[config.mk]
export PLATFORM = sky130hd
export DESIGN_NAME = acc_sort_feeder_flat
export DESIGN_NICKNAME = d
export VERILOG_FILES = /design/src/rtl/acc_sort_feeder_if.sv /design/src/rtl/acc_sort_feeder.sv /design/src/flat_wrapper.sv
export SDC_FILE = /design/constraint.sdc
export NUM_CORES = 1
export LEC_CHECK = 0
export ABC_AREA = 1
export CELL_PAD_IN_SITES_DETAIL_PLACEMENT = 0
export CELL_PAD_IN_SITES_GLOBAL_PLACEMENT = 1
export CORE_MARGIN = 10
export CORE_UTILIZATION = 40
export CTS_CLUSTER_SIZE = 25
export DETAILED_ROUTE_END_ITERATION = 6
export PLACE_DENSITY = 0.76
export SETUP_SLACK_MARGIN = 0.02
export SLEW_MARGIN = 30
export SYNTH_ARGS = -nofsm -noshare
export SYNTH_HDL_FRONTEND = slang
export SYNTH_SLANG_ARGS = --single-unit
[constraint.sdc]
create_clock -name clk -period 11.4 [get_ports clk]
set_clock_uncertainty 0.05 [all_clocks]
set_input_delay 3.42 -clock clk [delete_from_list [all_inputs] [get_ports clk]]
set_output_delay 3.42 -clock clk [all_outputs]
set_load 0.05 [all_outputs]
[src/rtl/acc_sort_feeder_if.sv]
// Host and accelerator signal bundle for acc_sort_feeder.
// ACC_SORT_FEEDER_CHECK_EN adds the sort_err status line.
interface acc_sort_feeder_if #(
  parameter int DW = 32
);
  logic          host_wr_en;
  logic [DW-1:0] host_wr_data;
  logic          start;
  logic          res_rd_en;
  logic [DW-1:0] res_rd_data;
  logic          res_empty;
  logic          busy;
  logic          done;
  logic          overflow;
  logic          start_err;
  logic [DW-1:0] acc_data_o;
  logic          acc_data_valid;
  logic          func_sel;
  logic [DW-1:0] sort_in;
`ifdef ACC_SORT_FEEDER_CHECK_EN
  logic          sort_err;

  modport master (
    output host_wr_en, host_wr_data, start, res_rd_en, sort_in,
    input  res_rd_data, res_empty, busy, done, overflow, start_err,
    input  acc_data_o, acc_data_valid, func_sel, sort_err
  );

  modport slave (
    input  host_wr_en, host_wr_data, start, res_rd_en, sort_in,
    output res_rd_data, res_empty, busy, done, overflow, start_err,
    output acc_data_o, acc_data_valid, func_sel, sort_err
  );
`else
  modport master (
    output host_wr_en, host_wr_data, start, res_rd_en, sort_in,
    input  res_rd_data, res_empty, busy, done, overflow, start_err,
    input  acc_data_o, acc_data_valid, func_sel
  );

  modport slave (
    input  host_wr_en, host_wr_data, start, res_rd_en, sort_in,
    output res_rd_data, res_empty, busy, done, overflow, start_err,
    output acc_data_o, acc_data_valid, func_sel
  );
`endif
endinterface

[src/rtl/acc_sort_feeder.sv]
// Host-side operand feeder and result collector for the N_WORDS sort accelerator.
// Optional ascending-order check of captured results: ACC_SORT_FEEDER_CHECK_EN.
module acc_sort_feeder #(
  parameter int N_WORDS = 10,
  parameter int DW      = 32,
  parameter int RES_LAT = 3
) (
  input logic              clk,
  input logic              rst,
  acc_sort_feeder_if.slave bus
);
  // state | meaning
  // IDLE  | accept host operand writes, wait for start
  // FEED  | stream in_buf to the accelerator, one beat per cycle
  // WAIT  | count down the accelerator result latency
  // CAPT  | capture N_WORDS result words from sort_in
  // DONE  | results readable; next job may be loaded and started

  localparam int CW = $clog2(N_WORDS + 1);
  localparam int IW = (N_WORDS > 1) ? $clog2(N_WORDS) : 1;
  localparam int LW = (RES_LAT > 1) ? $clog2(RES_LAT) : 1;
  localparam logic [CW-1:0] CNT_FULL = CW'(N_WORDS);
  localparam logic [IW-1:0] IDX_LAST = IW'(N_WORDS - 1);
  localparam logic [LW-1:0] LAT_LOAD = LW'(RES_LAT - 1);
  localparam logic [LW-1:0] LAT_TC   = LW'(1);

  typedef enum logic [2:0] {
    S_IDLE = 3'd0,
    S_FEED = 3'd1,
    S_WAIT = 3'd2,
    S_CAPT = 3'd3,
    S_DONE = 3'd4
  } state_t;

  state_t state_q, state_d;

  logic [DW-1:0] in_buf_q  [N_WORDS];
  logic [DW-1:0] res_buf_q [N_WORDS];
  logic [DW-1:0] res_buf_d [N_WORDS];

  logic [CW-1:0] wr_cnt_q, wr_cnt_d, wr_cnt_upd;
  logic [CW-1:0] rd_ptr_q, rd_ptr_d;
  logic [IW-1:0] feed_cnt_q, feed_cnt_d;
  logic [IW-1:0] cap_cnt_q, cap_cnt_d;
  logic [LW-1:0] lat_cnt_q, lat_cnt_d;
  logic [DW-1:0] rd_data_q, rd_data_d;
  logic          overflow_q, overflow_d;
  logic          start_err_q, start_err_d;

  logic host_active, wr_acc, wr_ovf, start_ok, start_bad, pop;
  logic feed_last, cap_last, lat_tc;

  assign host_active = (state_q == S_IDLE) || (state_q == S_DONE);
  assign wr_acc      = host_active && bus.host_wr_en && (wr_cnt_q != CNT_FULL);
  assign wr_ovf      = host_active && bus.host_wr_en && (wr_cnt_q == CNT_FULL);
  // A write in the same cycle as start counts toward the full check.
  assign wr_cnt_upd  = wr_cnt_q + CW'(wr_acc);
  assign start_ok    = host_active && bus.start && (wr_cnt_upd == CNT_FULL);
  assign start_bad   = host_active && bus.start && (wr_cnt_upd != CNT_FULL);
  assign pop         = (state_q == S_DONE) && bus.res_rd_en && (rd_ptr_q != CNT_FULL);
  assign feed_last   = (feed_cnt_q == IDX_LAST);
  assign cap_last    = (cap_cnt_q == IDX_LAST);
  assign lat_tc      = (lat_cnt_q == LAT_TC);

  // FSM: state register
  always_ff @(posedge clk) begin
    if (rst) begin
      state_q <= S_IDLE;
    end else begin
      state_q <= state_d;
    end
  end

  // FSM: next state
  always_comb begin
    state_d = state_q;
    unique case (state_q)
      S_IDLE, S_DONE: begin
        if (start_ok) state_d = S_FEED;
      end
      S_FEED: begin
        if (feed_last) state_d = (RES_LAT == 1) ? S_CAPT : S_WAIT;
      end
      S_WAIT: begin
        if (lat_tc) state_d = S_CAPT;
      end
      S_CAPT: begin
        if (cap_last) state_d = S_DONE;
      end
      default: state_d = S_IDLE;
    endcase
  end

  // FSM: outputs
  always_comb begin
    bus.acc_data_valid = 1'b0;
    bus.acc_data_o     = '0;
    bus.func_sel       = 1'b0;
    bus.busy           = 1'b0;
    bus.done           = 1'b0;
    unique case (state_q)
      S_FEED: begin
        bus.acc_data_valid = 1'b1;
        bus.acc_data_o     = in_buf_q[feed_cnt_q];
        bus.func_sel       = 1'b1;
        bus.busy           = 1'b1;
      end
      S_WAIT, S_CAPT: begin
        bus.func_sel = 1'b1;
        bus.busy     = 1'b1;
      end
      S_DONE: begin
        bus.done = 1'b1;
      end
      default: ;
    endcase
    bus.res_empty = !((state_q == S_DONE) && (rd_ptr_q != CNT_FULL));
  end

  // Datapath next-state
  always_comb begin
    wr_cnt_d    = wr_cnt_q;
    rd_ptr_d    = rd_ptr_q;
    feed_cnt_d  = feed_cnt_q;
    cap_cnt_d   = cap_cnt_q;
    lat_cnt_d   = lat_cnt_q;
    res_buf_d   = res_buf_q;
    overflow_d  = overflow_q | wr_ovf;
    start_err_d = start_err_q | start_bad;

    if (wr_acc) wr_cnt_d = wr_cnt_upd;
    if (pop)    rd_ptr_d = rd_ptr_q + 1'b1;

    if (start_ok) begin
      feed_cnt_d = '0;
      cap_cnt_d  = '0;
      rd_ptr_d   = '0;
      res_buf_d  = '{default: '0};
    end

    unique case (state_q)
      S_FEED: begin
        feed_cnt_d = feed_last ? '0 : feed_cnt_q + 1'b1;
        lat_cnt_d  = LAT_LOAD;
      end
      S_WAIT: begin
        lat_cnt_d = lat_cnt_q - 1'b1;
      end
      S_CAPT: begin
        res_buf_d[cap_cnt_q] = bus.sort_in;
        cap_cnt_d            = cap_last ? '0 : cap_cnt_q + 1'b1;
        if (cap_last) wr_cnt_d = '0;
      end
      default: ;
    endcase

    // Read port always mirrors the slot rd_ptr will point at next cycle.
    rd_data_d = (rd_ptr_d != CNT_FULL) ? res_buf_d[rd_ptr_d[IW-1:0]] : '0;
  end

  always_ff @(posedge clk) begin
    if (rst) begin
      wr_cnt_q    <= '0;
      rd_ptr_q    <= '0;
      feed_cnt_q  <= '0;
      cap_cnt_q   <= '0;
      lat_cnt_q   <= '0;
      res_buf_q   <= '{default: '0};
      rd_data_q   <= '0;
      overflow_q  <= 1'b0;
      start_err_q <= 1'b0;
    end else begin
      wr_cnt_q    <= wr_cnt_d;
      rd_ptr_q    <= rd_ptr_d;
      feed_cnt_q  <= feed_cnt_d;
      cap_cnt_q   <= cap_cnt_d;
      lat_cnt_q   <= lat_cnt_d;
      res_buf_q   <= res_buf_d;
      rd_data_q   <= rd_data_d;
      overflow_q  <= overflow_d;
      start_err_q <= start_err_d;
    end
  end

  // Operand storage needs no reset; wr_cnt gates every use.
  always_ff @(posedge clk) begin
    if (wr_acc) in_buf_q[wr_cnt_q[IW-1:0]] <= bus.host_wr_data;
  end

  assign bus.res_rd_data = rd_data_q;
  assign bus.overflow    = overflow_q;
  assign bus.start_err   = start_err_q;

`ifdef ACC_SORT_FEEDER_CHECK_EN
  logic          sort_err_q, sort_err_d;
  logic [IW-1:0] cap_prev;

  assign cap_prev = cap_cnt_q - 1'b1;

  always_comb begin
    sort_err_d = sort_err_q;
    if (start_ok) begin
      sort_err_d = 1'b0;
    end else if ((state_q == S_CAPT) && (cap_cnt_q != '0) &&
                 (bus.sort_in < res_buf_q[cap_prev])) begin
      sort_err_d = 1'b1;
    end
  end

  always_ff @(posedge clk) begin
    if (rst) begin
      sort_err_q <= 1'b0;
    end else begin
      sort_err_q <= sort_err_d;
    end
  end

  assign bus.sort_err = sort_err_q;
`endif

endmodule

[src/flat_wrapper.sv]
// flat-port wrapper written by rule: the top's interface ports become plain ports
module acc_sort_feeder_flat 
#(
  parameter int N_WORDS = 10,
  parameter int DW      = 32,
  parameter int RES_LAT = 3
)
  (clk, rst, bus_host_wr_en, bus_host_wr_data, bus_start, bus_res_rd_en, bus_sort_in, bus_res_rd_data, bus_res_empty, bus_busy, bus_done, bus_overflow, bus_start_err, bus_acc_data_o, bus_acc_data_valid, bus_func_sel);
  acc_sort_feeder_if #(.DW(DW)) bus_i ();
  input logic clk;
  input logic rst;
  input wire logic [$bits(bus_i.host_wr_en)-1:0] bus_host_wr_en;
  input wire logic [$bits(bus_i.host_wr_data)-1:0] bus_host_wr_data;
  input wire logic [$bits(bus_i.start)-1:0] bus_start;
  input wire logic [$bits(bus_i.res_rd_en)-1:0] bus_res_rd_en;
  input wire logic [$bits(bus_i.sort_in)-1:0] bus_sort_in;
  output wire logic [$bits(bus_i.res_rd_data)-1:0] bus_res_rd_data;
  output wire logic [$bits(bus_i.res_empty)-1:0] bus_res_empty;
  output wire logic [$bits(bus_i.busy)-1:0] bus_busy;
  output wire logic [$bits(bus_i.done)-1:0] bus_done;
  output wire logic [$bits(bus_i.overflow)-1:0] bus_overflow;
  output wire logic [$bits(bus_i.start_err)-1:0] bus_start_err;
  output wire logic [$bits(bus_i.acc_data_o)-1:0] bus_acc_data_o;
  output wire logic [$bits(bus_i.acc_data_valid)-1:0] bus_acc_data_valid;
  output wire logic [$bits(bus_i.func_sel)-1:0] bus_func_sel;
  assign bus_i.host_wr_en = bus_host_wr_en;
  assign bus_i.host_wr_data = bus_host_wr_data;
  assign bus_i.start = bus_start;
  assign bus_i.res_rd_en = bus_res_rd_en;
  assign bus_i.sort_in = bus_sort_in;
  assign bus_res_rd_data = bus_i.res_rd_data;
  assign bus_res_empty = bus_i.res_empty;
  assign bus_busy = bus_i.busy;
  assign bus_done = bus_i.done;
  assign bus_overflow = bus_i.overflow;
  assign bus_start_err = bus_i.start_err;
  assign bus_acc_data_o = bus_i.acc_data_o;
  assign bus_acc_data_valid = bus_i.acc_data_valid;
  assign bus_func_sel = bus_i.func_sel;
  acc_sort_feeder #(.N_WORDS(N_WORDS), .DW(DW), .RES_LAT(RES_LAT)) u_core (.clk(clk), .rst(rst), .bus(bus_i));
endmodule
After elaboration in Yosys (flattened, before gate mapping)
Memories as Yosys holds them, arrays and structs flattened. A register that Yosys moved wholly into a read port is not among the register bits.
Index checks and enable logic that the tools add are counted.
- register bits: 375
- bits in latches: 0
- RAM bits: 320
- ROM bits: 0
- bits of input ports: 69
- memories: 1
- add/subtract/negate cells: 5
- multiply operators: 0
- divide/modulo/power cells: 0
- order comparisons: 3
- eq/ne operators: 17
- shifts and indexed selects: 0
- mux-type cells: 32
- bitwise gates (word level): 5
- reduce and logical (&&, ||, !) cells: 20
- memory list (memory ; depth ; width ; rd ports ; clocked after Yosys merged registers in ; wr ports ; RTL line ; source):
    u_core.in_buf_q ; 10 ; 32 ; 1 ; 1 ; 1 ; acc_sort_feeder.sv:37 ; logic [DW-1:0] in_buf_q [N_WORDS];
- operators by type and width (kind ; count):
    320-bit 2-to-1 mux ; 2
    320-bit bitwise mux ; 1
    32-bit binary-select mux with 4-bit select ; 1
    32-bit demux with 4-bit select ; 1
    32-bit 2-to-1 mux ; 4
    4-bit 2-to-1 mux ; 12
    4-bit equality test, second input constant ; 4
    4-bit inequality test, second input constant ; 4
    4-bit by 1-bit adder with 4-bit output, second input constant ; 3
    3-bit 2-to-1 mux ; 4
    3-bit case mux with 4 select lines ; 1
    5-bit greater-or-equal comparator, second input constant ; 2
    1-bit logical AND ; 10
    4-bit NOT with 5-bit output ; 2
    2-bit by 1-bit inequality test with 1-bit output, second input constant ; 4
    3-bit by 2-bit equality test with 1-bit output, second input constant ; 2
    2-bit nonzero test ; 3
    5-bit by 1-bit < comparator with 1-bit output, second input constant ; 1
    1-bit 2-to-1 mux ; 5
    4-bit by 1-bit adder with 4-bit output ; 1
    2-bit case mux with 2 select lines ; 1
    4-bit AND reduction ; 1
    2-bit OR reduction ; 2
    3-bit by 1-bit equality test with 1-bit output, second input constant ; 1
    other kinds (9) ; 10

Longest topological paths before layout
Gate-level depths: netlist (run 1).
- depth in word-level cells: 13
- gate-level depth with buffers: 22
- depth with buffers taken out: 20

Worst setup path before layout (run 1)
Ideal clock, no wire load.
- path type: input-to-reg
- from: input port bus_host_wr_en
- to: memory u_core.in_buf_q[6][0], enable pin
- arrival time: 6.682 ns
- setup slack: 4.167 ns
- cell stages on the path: 2
- path through: nand2_1 nor4_1
- longest elaborated chain between the ends: 4
- RTL lines (element ; RTL line ; source):
    from (decl) ; flat_wrapper.sv:12 ; input wire logic [$bits(bus_i.host_wr_en)-1:0] bus_host_wr_en;
    1-bit logical AND (2 in a row) ; acc_sort_feeder.sv:54 ; assign wr_acc = host_active && bus.host_wr_en && (wr_cnt_q != CNT_FULL);
    1-bit 2-to-1 mux ; acc_sort_feeder.sv:187 ; if (wr_acc) in_buf_q[wr_cnt_q[IW-1:0]] <= bus.host_wr_data;
    1-bit 2-to-1 mux (implied by the code) ; acc_sort_feeder.sv:187 ;
    to (decl) ; acc_sort_feeder.sv:37 ;
No other way between the ends.

==> results.toml, run 1 <==
[run_status]
status = "finished, final reports clean"

[worst_setup_path]
crit_family = "buffers and inverters"
crit_buf_inv = 4
crit_fanout = 65
cp-start-kind = "register"
critPathKind = "register to output pin"
crit_path_cell_trace = "buf_4 -> inv_2 -> buf_4 -> o211ai_1 -> o21ai_0 -> a21oi_1 -> clkdlybuf4s50_1"
crit_cells = 7
critical-path-max-stage-delay_ns = 0.88
crit_top_cell = "buf_4"
cp.required_ns = 7.93
worst-r2r-cell-count = 17
endpoint_kind = "output pin"
slowest_stage = "clkdlybuf4s50_1"
cp.arrival_ns = 4.10

[drt]
vias = 25100
drc = 0
drtIter0Drc = 1781
drtAntennaViolNets = 0
drt_wl_total_mm = 90.6
via_per_inst = 5.03
avgRoutedWirePerCell_um = 18.1
firstDrtPassIters = 7

[finish]
areaGrowthSynthToFinish_pct = 14.6
final_nets = 3974
utilization = 0.464
final_cells = 5000
drive_gt1_frac = 0.0505
n_fill_cell = 7586

[place]
place_hpwl_mm = 50.7
gp_congestion = 0.785
portBuffers = 139
dp_cells = 4858
pre_cts_ws_ns = 3.52

[clocking]
numCtsBuffers = 75
htree_num_levels = 3
clock_path_buffers = 3
hold_buffers = 0
clk_pin_slew_ns = 0.06
clock_sinks = 699
postCtsResizedCells = 0
clockRootBuffer = "clkbuf_16"
cts_setup_buffers = 0
cts_tree = "built"
clk-insertion-delay-late_ns = 0.64

[sta]
fmax_mhz = 132
tightest_slew_ns = 1.01
fin_crit_sh = 0.664
setup_viol = 0
setup_slack_ns = 3.83
hold_viol = 0
setup_tns_ns = 0
grt_setup_unrepaired = "false"
timing.slew.headroom = 0.326
layout_min_cycle_time_ns = 7.57
maxSlewViolCount = 0

[synth]
synth_warnings = 0
synth_cells = 3892
synth_area_per_cell_um2 = 8.08
ys_seq_area_frac = 0.547
async_reset_ff_frac = 0
synth_nets = 3968
synth_edf_count = 320
synth_ff_type = "dfxtp_1"
synthDistinctLibCells = 35
synth-seq-cells = 699
syn-cell-area_um2 = 31400

[min_path]
whs_path_depth = 1
hp-class = "register to register"

[global_routing]
grtUsageTotal = 0.198
grt_overflow_total = 0
grt_max_degree = 205
grt_pass1_wl_mm = 141
antenna_found_initial = 4
grt_pass1_vias = 24000

[pwr]
power_leakage_nw = 14.7
power.total_w = 0.00608
power.density_nw_per_um2 = 169
vdd.ir_drop.worst_uv = 114

[floorplan]
die_h_um = 300
dieArea_um2 = 90200
core-area_um2 = 77700
rows = 102
die_x_um = 300
ioPinCount = 140
initial_core_util = 0.404

[run]
cap_violations = 0
registers in the layout (all words and copies together) (netlist names), named ones only:
signal / cells
u_core.bus.overflow: 1
u_core.bus.res_rd_data: 32
u_core.bus.start_err: 1
u_core.cap_cnt_q: 4
u_core.feed_cnt_q: 4
u_core.in_buf_q: 320
u_core.lat_cnt_q: 2
u_core.rd_ptr_q: 4
u_core.res_buf_q: 320
u_core.state_q: 3
u_core.wr_cnt_q: 4
placed cells by master, fill, tap and decap left out, types with 23 or more instances in the layout:
master	instances
buf_4	35
dfxtp_1	376
nand3_1	327
a21oi_1	375
nor2_1	285
mux2i_1	64
clkdlybuf4s50_1	138
o21ai_0	267
inv_1	446
o211ai_1	33
clkbuf_16	75
o21ai_1	23
edfxtp_1	320
nand2_1	1020
a31oi_1	33
kinds of logic after synthesis:
group | Yosys count | share of synthesized area
flip-flops | 699 | 0.547
AND/OR/NAND/NOR | 1672 | 0.217
AO/OA/AOI/OAI | 740 | 0.122
buffers and inverters | 710 | 0.0902
multiplexers | 64 | 0.0204
adder cells (fa/ha/maj) | 7 | 0.00279
synthesized netlist by cell type, drive strengths merged, types with 7 or more instances:
cell type     n  area (µm²)
o211ai       33         248
nor2        302        1170
a31oi        33         206
edfxtp      320        9610
mux2i        64         641
nand3       339        1750
o21ai       292        1470
nand2      1022        3840
ha            7        87.6
buf         125         639
inv         456        1710
a21oi       375        1880
dfxtp       379        7590
clkbuf      127         477
routing by layer:
metal | vias up | track usage | share of wire
met3 | 138 | 0.0282 | 0.044
met2 | 574 | 0.353 | 0.50
met1 | 11700 | 0.239 | 0.42
met4 | 0 | 0.0755 | 0.036
li1 | 12700 | - | -
met5 | - | 0 | 0
path summary, 6_finish.rpt:
path | from | endpoint | slack, ns
max | register | bus_acc_data_o[4] | 3.83
min | u_core.lat_cnt_q[0]$_SDFFE_PP0P_ | u_core.lat_cnt_q[0]$_SDFFE_PP0P_ | 0.43
max reg2reg | u_core.state_q[0]$_SDFFE_PP0P_ | u_core.bus.res_rd_data[0]$_SDFF_PP0_ | 6.95
min reg2reg | u_core.lat_cnt_q[0]$_SDFFE_PP0P_ | u_core.lat_cnt_q[0]$_SDFFE_PP0P_ | 0.43
metrics by stage:
stage | cell area [µm²] | hold WS [ns]
after floorplan | 31400 | 0.379
after CTS | 36000 | 0.427
after global routing | 36000 | 0.450
after detailed placement | 33500 | 0.416
final | 36000 | 0.428
after global placement | 33500 | 0.403
cell type report:
type / instances / area, µm² / area share
Antenna cell: 3 / 7.51 / 0.000208
Sequential cell: 699 / 17200 / 0.477
Clock inverter: 35 / 408 / 0.0113
Tap cell: 1040 / 1300 / 0.0361
Timing Repair Buffer: 181 / 1810 / 0.0501
Clock buffer: 101 / 2040 / 0.0567
Multi-Input combinational cell: 2483 / 11600 / 0.321
Inverter: 458 / 1720 / 0.0477
power breakdown:
group          internal (W)  switching [W]  total [W]
Sequential          0.00273      0.0000503    0.00278
Combinational      0.000258       0.000605   0.000864
Clock               0.00139        0.00104    0.00244
Power figures use the tool's default switching activity.
==> inputs of run 2 (changes only) <==
- PLACE_DENSITY: 0.76 -> 0.79
- clock period: 11.4 -> 6.26 ns (I/O delays scaled with it)
==> run 2 against run 1 <==
Effect of this change: sequential share of layout area shrank 0.36 points; final cell count is 0.34% higher; clock power is 86% higher; worst setup slack worse by 3.0 ns; count of clock-buffer cells in the layout down 2; wire length up 3.3%; sequential power grew 82%; combinational power rose by 85%; critical path depth fell by 1; flip-flop and latch count unchanged; register-to-register slack lost 4.4 ns; worst hold slack got worse by 0.014 ns; critical path type unchanged.
==> results.toml, run 2 (synthesis results as in run 1) <==
[worst_setup_path]
cp.arrival_ns = 3.51
worst-r2r-cell-count = 18
crit_fanout = 49
critPathKind = "register to output pin"
endpoint_kind = "output pin"
cp.required_ns = 4.33
critical-path-max-stage-delay_ns = 0.85
slowest_stage = "clkdlybuf4s50_1"
crit_path_cell_trace = "buf_4 -> mux2i_1 -> o211ai_1 -> o21ai_0 -> a21oi_1 -> clkdlybuf4s50_1"
cp-start-kind = "register"

[drt]
drt_wl_total_mm = 93.6
drc = 0
firstDrtPassIters = 5
drtAntennaViolNets = 0
avgRoutedWirePerCell_um = 18.7
via_per_inst = 5.10
vias = 25600
drtIter0Drc = 2028

[floorplan]
dieArea_um2 = 90200
initial_core_util = 0.404
die_h_um = 300
rows = 102
ioPinCount = 140
core-area_um2 = 77700
die_x_um = 300

[finish]
n_antenna_cell = 0
final_cell_mix = "1020 x nand2_1, 446 x inv_1, 376 x dfxtp_1, 375 x a21oi_1, 327 x nand3_1"
post-route-cell-area_um2 = 36300
mostFrequentLayoutCell = "nand2_1"
areaGrowthSynthToFinish_pct = 15.5
drive_gt1_frac = 0.0566
n_fill_cell = 7596
utilization = 0.467
final_nets = 3992

[min_path]
whs_path_depth = 2
hp-class = "register to register"

[global_routing]
grt_max_degree = 183
grtUsageTotal = 0.202
antenna_found_initial = 0
grt_overflow_total = 0
grt_pass1_wl_mm = 143
grt_pass1_vias = 23800

[clocking]
clk_pin_slew_ns = 0.06
clock_sinks = 699
clk-insertion-delay-late_ns = 0.63
clockRootBuffer = "clkbuf_16"
cts_tree = "built"
postCtsResizedCells = 0
numCtsBuffers = 75
cts_setup_buffers = 0
clock_path_buffers = 3
hold_buffers = 0
htree_num_levels = 3

[pwr]
pwr-share-seq = 0.452
p_int_w = 0.00809
power.total_w = 0.0112
power_leakage_nw = 14.8
power.density_nw_per_um2 = 309
pwr-share-clk = 0.406
switching_share = 0.279
pwr-share-comb = 0.143
vdd.ir_drop.worst_uv = 178
p_sw_w = 0.00312

[sta]
setup_tns_ns = 0
hold_viol = 0
layout_min_cycle_time_ns = 5.43
fin_crit_sh = 0.868
fmax_mhz = 184
tightest_slew_ns = 1.16
grt_setup_unrepaired = "false"
maxSlewViolCount = 0
setup_viol = 0
timing.slew.headroom = 0.230

[place]
place_hpwl_mm = 53.5
portBuffers = 139
dpl_cell_area_um2 = 33800
gp_congestion = 0.782

[run_status]
status = "finished, final reports clean"

[run]
cap_violations = 0
==> run 2: path summary, 6_finish.rpt <==
kind / startpoint / end / slack [ns]
setup / recovery: register / bus_acc_data_o[28] / 0.83
hold / removal: u_core.bus.overflow$_SDFF_PP0_ / u_core.bus.overflow$_SDFF_PP0_ / 0.41
setup reg to reg: u_core.state_q[0]$_SDFFE_PP0P_ / u_core.bus.res_rd_data[8]$_SDFF_PP0_ / 2.53
hold reg to reg: u_core.bus.overflow$_SDFF_PP0_ / u_core.bus.overflow$_SDFF_PP0_ / 0.41
==> run 2: layout make-up <==
class / count / area, µm² / area share
Clock buffer: 99 / 2050 / 0.0564
Clock inverter: 39 / 487 / 0.0134
Inverter: 458 / 1720 / 0.0474
Multi-Input combinational cell: 2483 / 11500 / 0.318
Sequential cell: 699 / 17200 / 0.474
Tap cell: 1040 / 1300 / 0.0358
Timing Repair Buffer: 199 / 2010 / 0.0553
==> run 2: power groups by stage <==
| stage | Sequential [W] | Clock [W] | Combinational (W) |
|---|---|---|---|
| after floorplan | 0.00515 | 0 | 0.00103 |
| after global placement | 0.00516 | 0 | 0.00160 |
| after detailed placement | 0.00516 | 0 | 0.00161 |
| after CTS | 0.00506 | 0.00464 | 0.00162 |
| after global routing | 0.00508 | 0.00482 | 0.00175 |
| final | 0.00506 | 0.00455 | 0.00160 |
==> run 2: critical path: cells and delay by family (launching register included) <==
kind / cells / cell delay (ns)
AO/OA/AOI/OAI: 3 / 0.59
buffers and inverters: 2 / 1.41
flip-flops: 1 / 0.72
multiplexers: 1 / 0.15
==> run 2: through the flow <==
stage	worst slack, ns	hold WS (ns)	cells
final	0.826	0.414	5017
after global routing	0.653	0.450	5017
after CTS	0.788	0.419	5017
after detailed placement	0.804	0.407	4879
after global placement	0.875	0.400	4879
after floorplan	0.569	0.379	3892
==> run 2: layer usage <==
| metal | track usage | up-vias | wire, µm |
|---|---|---|---|
| li1 | - | 12700 | - |
| met1 | 0.253 | 12100 | 39500 |
| met2 | 0.358 | 660 | 47000 |
| met3 | 0.0262 | 126 | 4550 |
| met4 | 0.0645 | 0 | 2660 |
| met5 | 0 | - | 0 |
